[src/rtl/spi_arb_pkg.sv]
// spi_arb_pkg: shared types and default timing for the SPI transaction arbiter.
//   state_e   : arbiter FSM states (IDLE, XFER, GAP)
//   spi_req_t : one requester's transaction fields {rd_wr, addr, wdata}
//   DEF_FRAME_CYCLES / DEF_GAP_CYCLES : default start-high / start-low lengths
package spi_arb_pkg;

  typedef enum logic [1:0] {
    IDLE = 2'd0,
    XFER = 2'd1,
    GAP  = 2'd2
  } state_e;

  typedef struct packed {
    logic       rd_wr;
    logic [6:0] addr;
    logic [7:0] wdata;
  } spi_req_t;

  localparam int DEF_FRAME_CYCLES = 18;
  localparam int DEF_GAP_CYCLES   = 2;

endpackage

[src/rtl/spi_rr_arbiter.sv]
// spi_rr_arbiter: picks one requester per cycle.
// Build option: SPI_ARB_RR_EN defined  -> round-robin, search starts at an
//               internal pointer that moves to (winner+1) mod NUM_REQ after
//               every grant.
//               SPI_ARB_RR_EN undefined -> fixed priority, lowest index wins;
//               no pointer, no clock or reset ports.
// Ports:
//   mclk, reset : clock / synchronous active-high reset (round-robin build only)
//   req         : masked request vector (caller zeroes it when no grant may issue)
//   grant       : one-hot grant, zero when nothing requested
//   grant_idx   : binary index of the granted requester
//   grant_any   : a grant is being issued this cycle
module spi_rr_arbiter #(
  parameter  int NUM_REQ = 4,
  localparam int ID_W    = (NUM_REQ > 1) ? $clog2(NUM_REQ) : 1
) (
`ifdef SPI_ARB_RR_EN
  input  logic                mclk,
  input  logic                reset,
`endif
  input  logic [NUM_REQ-1:0]  req,
  output logic [NUM_REQ-1:0]  grant,
  output logic [ID_W-1:0]     grant_idx,
  output logic                grant_any
);

`ifdef SPI_ARB_RR_EN
  logic [ID_W-1:0] ptr_q, ptr_d;
  int              dist;
  int              best;

  // Winner is the requester with the smallest circular distance from the pointer.
  always_comb begin
    best      = NUM_REQ;
    dist      = 0;
    grant_idx = '0;
    grant_any = 1'b0;
    for (int i = 0; i < NUM_REQ; i++) begin
      dist = i - int'(ptr_q);
      if (dist < 0) dist = dist + NUM_REQ;
      if (req[i] && (dist < best)) begin
        best      = dist;
        grant_idx = ID_W'(i);
        grant_any = 1'b1;
      end
    end
  end

  // The caller only presents requests when a handshake can happen, so any
  // grant is a real handshake and advances the pointer.
  always_comb begin
    ptr_d = ptr_q;
    if (grant_any) begin
      ptr_d = (grant_idx == ID_W'(NUM_REQ - 1)) ? '0 : grant_idx + ID_W'(1);
    end
  end

  always_ff @(posedge mclk) begin
    if (reset) ptr_q <= '0;
    else       ptr_q <= ptr_d;
  end
`else
  // Scan from the top so the lowest set index is the last, winning assignment.
  always_comb begin
    grant_idx = '0;
    grant_any = 1'b0;
    for (int i = NUM_REQ - 1; i >= 0; i--) begin
      if (req[i]) begin
        grant_idx = ID_W'(i);
        grant_any = 1'b1;
      end
    end
  end
`endif

  for (genvar gi = 0; gi < NUM_REQ; gi++) begin : g_onehot
    assign grant[gi] = grant_any && (grant_idx == ID_W'(gi));
  end

endmodule

[src/rtl/spi_txn_arbiter.sv]
// spi_txn_arbiter: shares one SPI master between NUM_REQ requesters.
// A grant in IDLE latches the winner's {rd_wr, addr, wdata}; start is then held
// high for FRAME_CYCLES cycles, low for GAP_CYCLES cycles, and a one-cycle
// rsp_valid pulse reports the completed transaction in the first gap cycle.
// Build option: SPI_ARB_RR_EN selects round-robin arbitration (default build:
// fixed priority, lowest index wins).
// Ports:
//   mclk, reset          : clock / synchronous active-high reset
//   req_valid/req_ready  : per-requester request / one-cycle accept strobe
//   req_rd_wr/addr/wdata : per-requester transaction fields (1 = read)
//   rsp_valid/id/rdata   : completion pulse, requester index, read data (0 on writes)
//   busy                 : any state other than IDLE
//   start, master_*      : drive to the SPI master; master_in_data is its read data
module spi_txn_arbiter
  import spi_arb_pkg::*;
#(
  parameter  int NUM_REQ      = 4,
  parameter  int FRAME_CYCLES = DEF_FRAME_CYCLES,
  parameter  int GAP_CYCLES   = DEF_GAP_CYCLES,
  localparam int ID_W         = (NUM_REQ > 1) ? $clog2(NUM_REQ) : 1
) (
  input  logic                    mclk,
  input  logic                    reset,
  input  logic [NUM_REQ-1:0]      req_valid,
  output logic [NUM_REQ-1:0]      req_ready,
  input  logic [NUM_REQ-1:0]      req_rd_wr,
  input  logic [NUM_REQ-1:0][6:0] req_addr,
  input  logic [NUM_REQ-1:0][7:0] req_wdata,
  output logic                    rsp_valid,
  output logic [ID_W-1:0]         rsp_id,
  output logic [7:0]              rsp_rdata,
  output logic                    busy,
  output logic                    start,
  output logic                    master_rd_wr,
  output logic [6:0]              master_address,
  output logic [7:0]              master_out_data,
  input  logic [7:0]              master_in_data
);

  localparam int CNT_MAX = (FRAME_CYCLES > GAP_CYCLES) ? FRAME_CYCLES : GAP_CYCLES;
  localparam int CNT_W   = $clog2(CNT_MAX + 1);

  state_e           state_q, state_d;
  logic [CNT_W-1:0] cnt_q, cnt_d;
  spi_req_t         txn_q, txn_d;
  logic [ID_W-1:0]  id_q, id_d;
  logic             rsp_valid_q, rsp_valid_d;
  logic [ID_W-1:0]  rsp_id_q, rsp_id_d;
  logic [7:0]       rsp_rdata_q, rsp_rdata_d;

  spi_req_t         req_vec [NUM_REQ];
  spi_req_t         sel_req;
  logic [NUM_REQ-1:0] arb_req;
  logic [NUM_REQ-1:0] grant;
  logic [ID_W-1:0]    grant_idx;
  logic               grant_any;

  for (genvar gi = 0; gi < NUM_REQ; gi++) begin : g_pack
    assign req_vec[gi] = '{rd_wr: req_rd_wr[gi], addr: req_addr[gi], wdata: req_wdata[gi]};
  end

  // Requests reach the arbiter only in IDLE and outside reset, so a grant is
  // exactly a handshake and reset suppresses req_ready in the same cycle.
  assign arb_req = (state_q == IDLE && !reset) ? req_valid : '0;

  spi_rr_arbiter #(.NUM_REQ(NUM_REQ)) u_arb (
`ifdef SPI_ARB_RR_EN
    .mclk      (mclk),
    .reset     (reset),
`endif
    .req       (arb_req),
    .grant     (grant),
    .grant_idx (grant_idx),
    .grant_any (grant_any)
  );

  // Grant is one-hot, so an OR of the masked fields selects the winner.
  always_comb begin
    sel_req = '0;
    for (int i = 0; i < NUM_REQ; i++) begin
      if (grant[i]) sel_req = req_vec[i];
    end
  end

  always_comb begin
    state_d     = state_q;
    cnt_d       = cnt_q;
    txn_d       = txn_q;
    id_d        = id_q;
    rsp_valid_d = 1'b0;
    rsp_id_d    = rsp_id_q;
    rsp_rdata_d = rsp_rdata_q;
    case (state_q)
      IDLE: begin
        if (grant_any) begin
          state_d = XFER;
          cnt_d   = '0;
          txn_d   = sel_req;
          id_d    = grant_idx;
        end
      end
      XFER: begin
        if (cnt_q == CNT_W'(FRAME_CYCLES - 1)) begin
          state_d     = GAP;
          cnt_d       = '0;
          rsp_valid_d = 1'b1;
          rsp_id_d    = id_q;
          rsp_rdata_d = txn_q.rd_wr ? master_in_data : 8'h00;
        end else begin
          cnt_d = cnt_q + CNT_W'(1);
        end
      end
      GAP: begin
        if (cnt_q == CNT_W'(GAP_CYCLES - 1)) begin
          state_d = IDLE;
          cnt_d   = '0;
        end else begin
          cnt_d = cnt_q + CNT_W'(1);
        end
      end
      default: begin
        state_d = IDLE;
        cnt_d   = '0;
      end
    endcase
  end

  always_ff @(posedge mclk) begin
    if (reset) begin
      state_q     <= IDLE;
      cnt_q       <= '0;
      txn_q       <= '0;
      id_q        <= '0;
      rsp_valid_q <= 1'b0;
      rsp_id_q    <= '0;
      rsp_rdata_q <= '0;
    end else begin
      state_q     <= state_d;
      cnt_q       <= cnt_d;
      txn_q       <= txn_d;
      id_q        <= id_d;
      rsp_valid_q <= rsp_valid_d;
      rsp_id_q    <= rsp_id_d;
      rsp_rdata_q <= rsp_rdata_d;
    end
  end

  assign req_ready       = grant;
  assign busy            = (state_q != IDLE);
  assign start           = (state_q == XFER);
  assign master_rd_wr    = txn_q.rd_wr;
  assign master_address  = txn_q.addr;
  assign master_out_data = txn_q.wdata;
  assign rsp_valid       = rsp_valid_q;
  assign rsp_id          = rsp_id_q;
  assign rsp_rdata       = rsp_rdata_q;

endmodule

[config.mk]
export PLATFORM = sky130hd
export DESIGN_NAME = spi_txn_arbiter
export DESIGN_NICKNAME = d
export VERILOG_FILES = /design/src/rtl/spi_arb_pkg.sv /design/src/rtl/spi_rr_arbiter.sv /design/src/rtl/spi_txn_arbiter.sv
export SDC_FILE = /design/constraint.sdc
export NUM_CORES = 1
export LEC_CHECK = 0
export CAP_MARGIN = 10
export CELL_PAD_IN_SITES_DETAIL_PLACEMENT = 1
export CELL_PAD_IN_SITES_GLOBAL_PLACEMENT = 2
export CORE_ASPECT_RATIO = 2
export CORE_UTILIZATION = 22
export CTS_CLUSTER_SIZE = 8
export DETAILED_ROUTE_END_ITERATION = 7
export HOLD_SLACK_MARGIN = 0.15
export PLACE_DENSITY = 0.91
export SLEW_MARGIN = 20
export SYNTH_ARGS = -nofsm -noshare
export SYNTH_HDL_FRONTEND = slang
export SYNTH_SLANG_ARGS = --single-unit
[constraint.sdc]
create_clock -name mclk -period 4.8 [get_ports mclk]
set_clock_uncertainty 0.15 [all_clocks]
set_input_delay 1.2 -clock mclk [delete_from_list [all_inputs] [get_ports mclk]]
set_output_delay 1.2 -clock mclk [all_outputs]
set_load 0.01 [all_outputs]
==> qor.tcl <==
set qor(run_status) {complete, no violations}
set qor(power_frac_comb) 0.412
set qor(critical_path.max_stage_delay_ns) 0.58
set qor(portBuffers) 110
set qor(die_h_um) 131
set qor(layout.cells.most_common) {clkdlybuf4s50_1}
set qor(final_min_period_over_clock_period) 0.921
set qor(setup.worst_path.start_class) {input port}
set qor(worstSetupEndpointType) {output pin}
set qor(placeableCoreArea_mm2) 0.00800
set qor(cts_resized) 0
set qor(ant_nets) 0
set qor(cellInternalPower_mw) 0.814
set qor(cellPowerDensity_mw_per_mm2) 377
set qor(worst_setup_hold_path_clk_slew_ns) 0.05
set qor(cp.arrival_ns) 3.07
set qor(yosysUniqueCellTypes) 38
set qor(via_count) 1980
set qor(peakVddDrop_mv) 0.150
set qor(cts_tree) {built}
set qor(final_layout_size_suffix_gt1_frac) 0.113
set qor(seq_power_share) 0.311
set qor(floorplan.initialDensity) 0.230
set qor(syn-instance-count) 190
set qor(cap_violations) 0
set qor(setup_repair_after_global_routing_missed_its_margin) {false}
set qor(hpwl_um) 5820
set qor(synth_area_leader_cell) {dfxtp_1}
set qor(numPlacedInstances) 390
set qor(critPathLaunch) {req_valid[0]}
set qor(ys_dominant_reg_cell) {dfxtp_1}
set qor(timing.critical_path.cells) {clkdlybuf4s50_1 > or3b_4 > nor4b_4 > clkdlybuf4s50_1}
set qor(hold_path.class) {reg -> reg}
set qor(fin_setup_tns_ns) 0
set qor(postCtsSetupRepairBufs) 0
set qor(timing.reg2reg.worst_path_depth) 7
set qor(yosysTopAreaCellShare) 0.391
set qor(ios) 111
set qor(num_antenna_cells) 0
set qor(clk_path_buf_depth) 2
set qor(post_synthesis_cell_area_mm2) 0.00184
set qor(vias_per_cell) 4.99
set qor(post-route-worst-setup-slack_ns) 0.380
set qor(grt-ovfl-total) 0
set qor(leakage_nw) 1.14
set qor(period_needed_ns) 4.42
set qor(crit_cells) 4
set qor(slew_headroom) 0.449
set qor(clock_root_buffer_master) {clkbuf_16}
set qor(final_util) 0.400
set qor(worst_hold_slack_ns) 0.310
set qor(critical_path.top_delay_family) {buffers and inverters}
set qor(track_usage) 0.168
set qor(wl_per_cell_um) 18.4
set qor(slew_violations) 0
set qor(drt_iter0_drc) 78
set qor(cts_inserted_buffers) 5
set qor(critical-path-top-cell-by-count) {clkdlybuf4s50_1}
set qor(tritoncts_num_sinks) 36
set qor(grt_max_degree) 27
set qor(worstSetupEndpoint) {req_ready[3]}
set qor(timing_worst_slew_pin_value_ns) 0.823
set qor(syn_area_cell_um2) 9.69
set qor(placedInstanceArea_mm2) 0.00304
set qor(fmax_ghz) 0.226
set qor(r2r_end) {master_rd_wr$_SDFFE_PP0P_}
set qor(clock_network_latency_to_the_later_pin_of_the_worst_skew_pair_ns) 0.28
set qor(antenna_found_initial) 0
set qor(synth_enable_flop_cells) 0
set qor(die_w_um) 66.7
set qor(finish.instance_area_mm2) 0.00320
set qor(worstReg2RegStart) {state_q[0]$_SDFFE_PP0P_}
set qor(routabilityCongestion) 0.770
set qor(most-common-layout-cells) {clkdlybuf4s50_1, dfxtp_1, nor2_1}
set qor(report.power.total_mw) 1.21
set qor(grt_pass1_wl_um) 10900
set qor(power.share.switching) 0.325
set qor(worst-setup-path-type) {in -> out}
set qor(detailedPlace.worstSlack_ns) 0.371
set qor(async_flop_share) 0
set qor(total_setup_violations_reported_at_the_end_of_the_flow) 0
set qor(final_net_count) 385
set qor(worst_ep_required_time_ns) 3.45
set qor(finalHoldViolations) 0
set qor(sequential_area_share_after_synthesis) 0.391
set qor(synth.yosys.warnings) 0
set qor(ys_seq_elements) 36
set qor(drtPass1Iterations) 4
set qor(reg2reg_slack_ns) 2.38
set qor(net-switching-power_mw) 0.392
set qor(synth_area_leaders) {dfxtp_1, a221oi_1, a211oi_2}
set qor(power.share.clock) 0.278
set qor(flow.area_growth_from_synthesis_pct) 73.8
set qor(layoutNonFillerInstCount) 397
set qor(fp.dieArea_mm2) 0.00876
set qor(syn_nets) 274
set qor(htreeDepth) 2
set qor(drc) 0
set qor(route.final.wire_length_um) 7300
set qor(critical_path_buf_inv_count) 2
set qor(vias_in_the_first_global_route) 2190
set qor(post_cts_hold_buffer_count) 0
set qor(timing.critical_path.slowest_stage_cell) {clkdlybuf4s50_1}
set qor(critical_path.max_fanout) 8
set qor(rows) 46
==> per-layer routing <==
layer  vias up  global-route usage  part of all wire
li1        954                   -                 -
met1       952               0.141              0.33
met2        64               0.345              0.59
met3        10              0.0434             0.059
met4         0              0.0591             0.019
met5         -                   0                 0
==> state kept, by name, indices dropped and copies added, names as in the netlist <==
name and count:
master_out_data 8, rsp_rdata 8, master_address 7, cnt_q 5
id_q 2, rsp_id 2, state_q 2, master_rd_wr 1
rsp_valid 1
==> cell usage after synthesis, types with 2 or more instances <==
cell / number
nor3_1: 2
buf_6: 2
a211oi_2: 8
o21ai_0: 8
or3_1: 3
inv_1: 8
buf_2: 3
a221oi_1: 15
nand2_1: 8
a22oi_1: 9
mux2i_1: 4
dfxtp_1: 36
a211oi_1: 8
a22o_1: 8
a21oi_1: 7
a22oi_2: 8
nand3_1: 3
ha_1: 6
nor2b_1: 2
clkbuf_1: 4
nor2_1: 21
==> worst register-to-register path, delay by kind of cell, from the launching register on <==
family | cells | cell delay (ns)
DFF | 1 | 0.32
AOI/OAI and AO/OA | 2 | 0.41
buffers and inverters | 2 | 0.41
adders and majority gates | 1 | 0.31
and+or+nand+nor | 2 | 0.73
==> layout make-up <==
type	instances	area, um^2
clock buffer	7	153
timing repair buffer	115	1140
multi-input combinational	135	1040
inverter	8	30.0
fill	923	4800
sequential	36	721
tap	96	120
==> worst min path at each step <==
| stage | start | end | depth (start not counted) |
|---|---|---|---|
| floorplan | id_q[1]$_SDFFE_PP0P_ | id_q[1]$_SDFFE_PP0P_ | 2 |
| CTS | id_q[1]$_SDFFE_PP0P_ | id_q[1]$_SDFFE_PP0P_ | 2 |
| global route | id_q[1]$_SDFFE_PP0P_ | id_q[1]$_SDFFE_PP0P_ | 2 |
| global placement | id_q[1]$_SDFFE_PP0P_ | id_q[1]$_SDFFE_PP0P_ | 2 |
| detailed placement | id_q[1]$_SDFFE_PP0P_ | id_q[1]$_SDFFE_PP0P_ | 2 |
| finish | id_q[1]$_SDFFE_PP0P_ | id_q[1]$_SDFFE_PP0P_ | 2 |
==> power by group through the flow <==
stage          clock network, mW  logic [mW]  registers [mW]
6_report                   0.335       0.497           0.375
5_1_grt                    0.356       0.542           0.381
4_1_cts                    0.345       0.503           0.376
3_5_place_dp                   0       0.499           0.382
3_3_place_gp                   0       0.485           0.378
2_1_floorplan                  0       0.249           0.392
==> cells by family after synthesis <==
kind of cell | synth area share
simple gates | 0.145
flops | 0.391
fa+ha+maj | 0.0408
xor+xnor | 0.00476
compound gates | 0.346
mux | 0.0217
buf+inv | 0.0509
(Power assumes the default switching activity.)
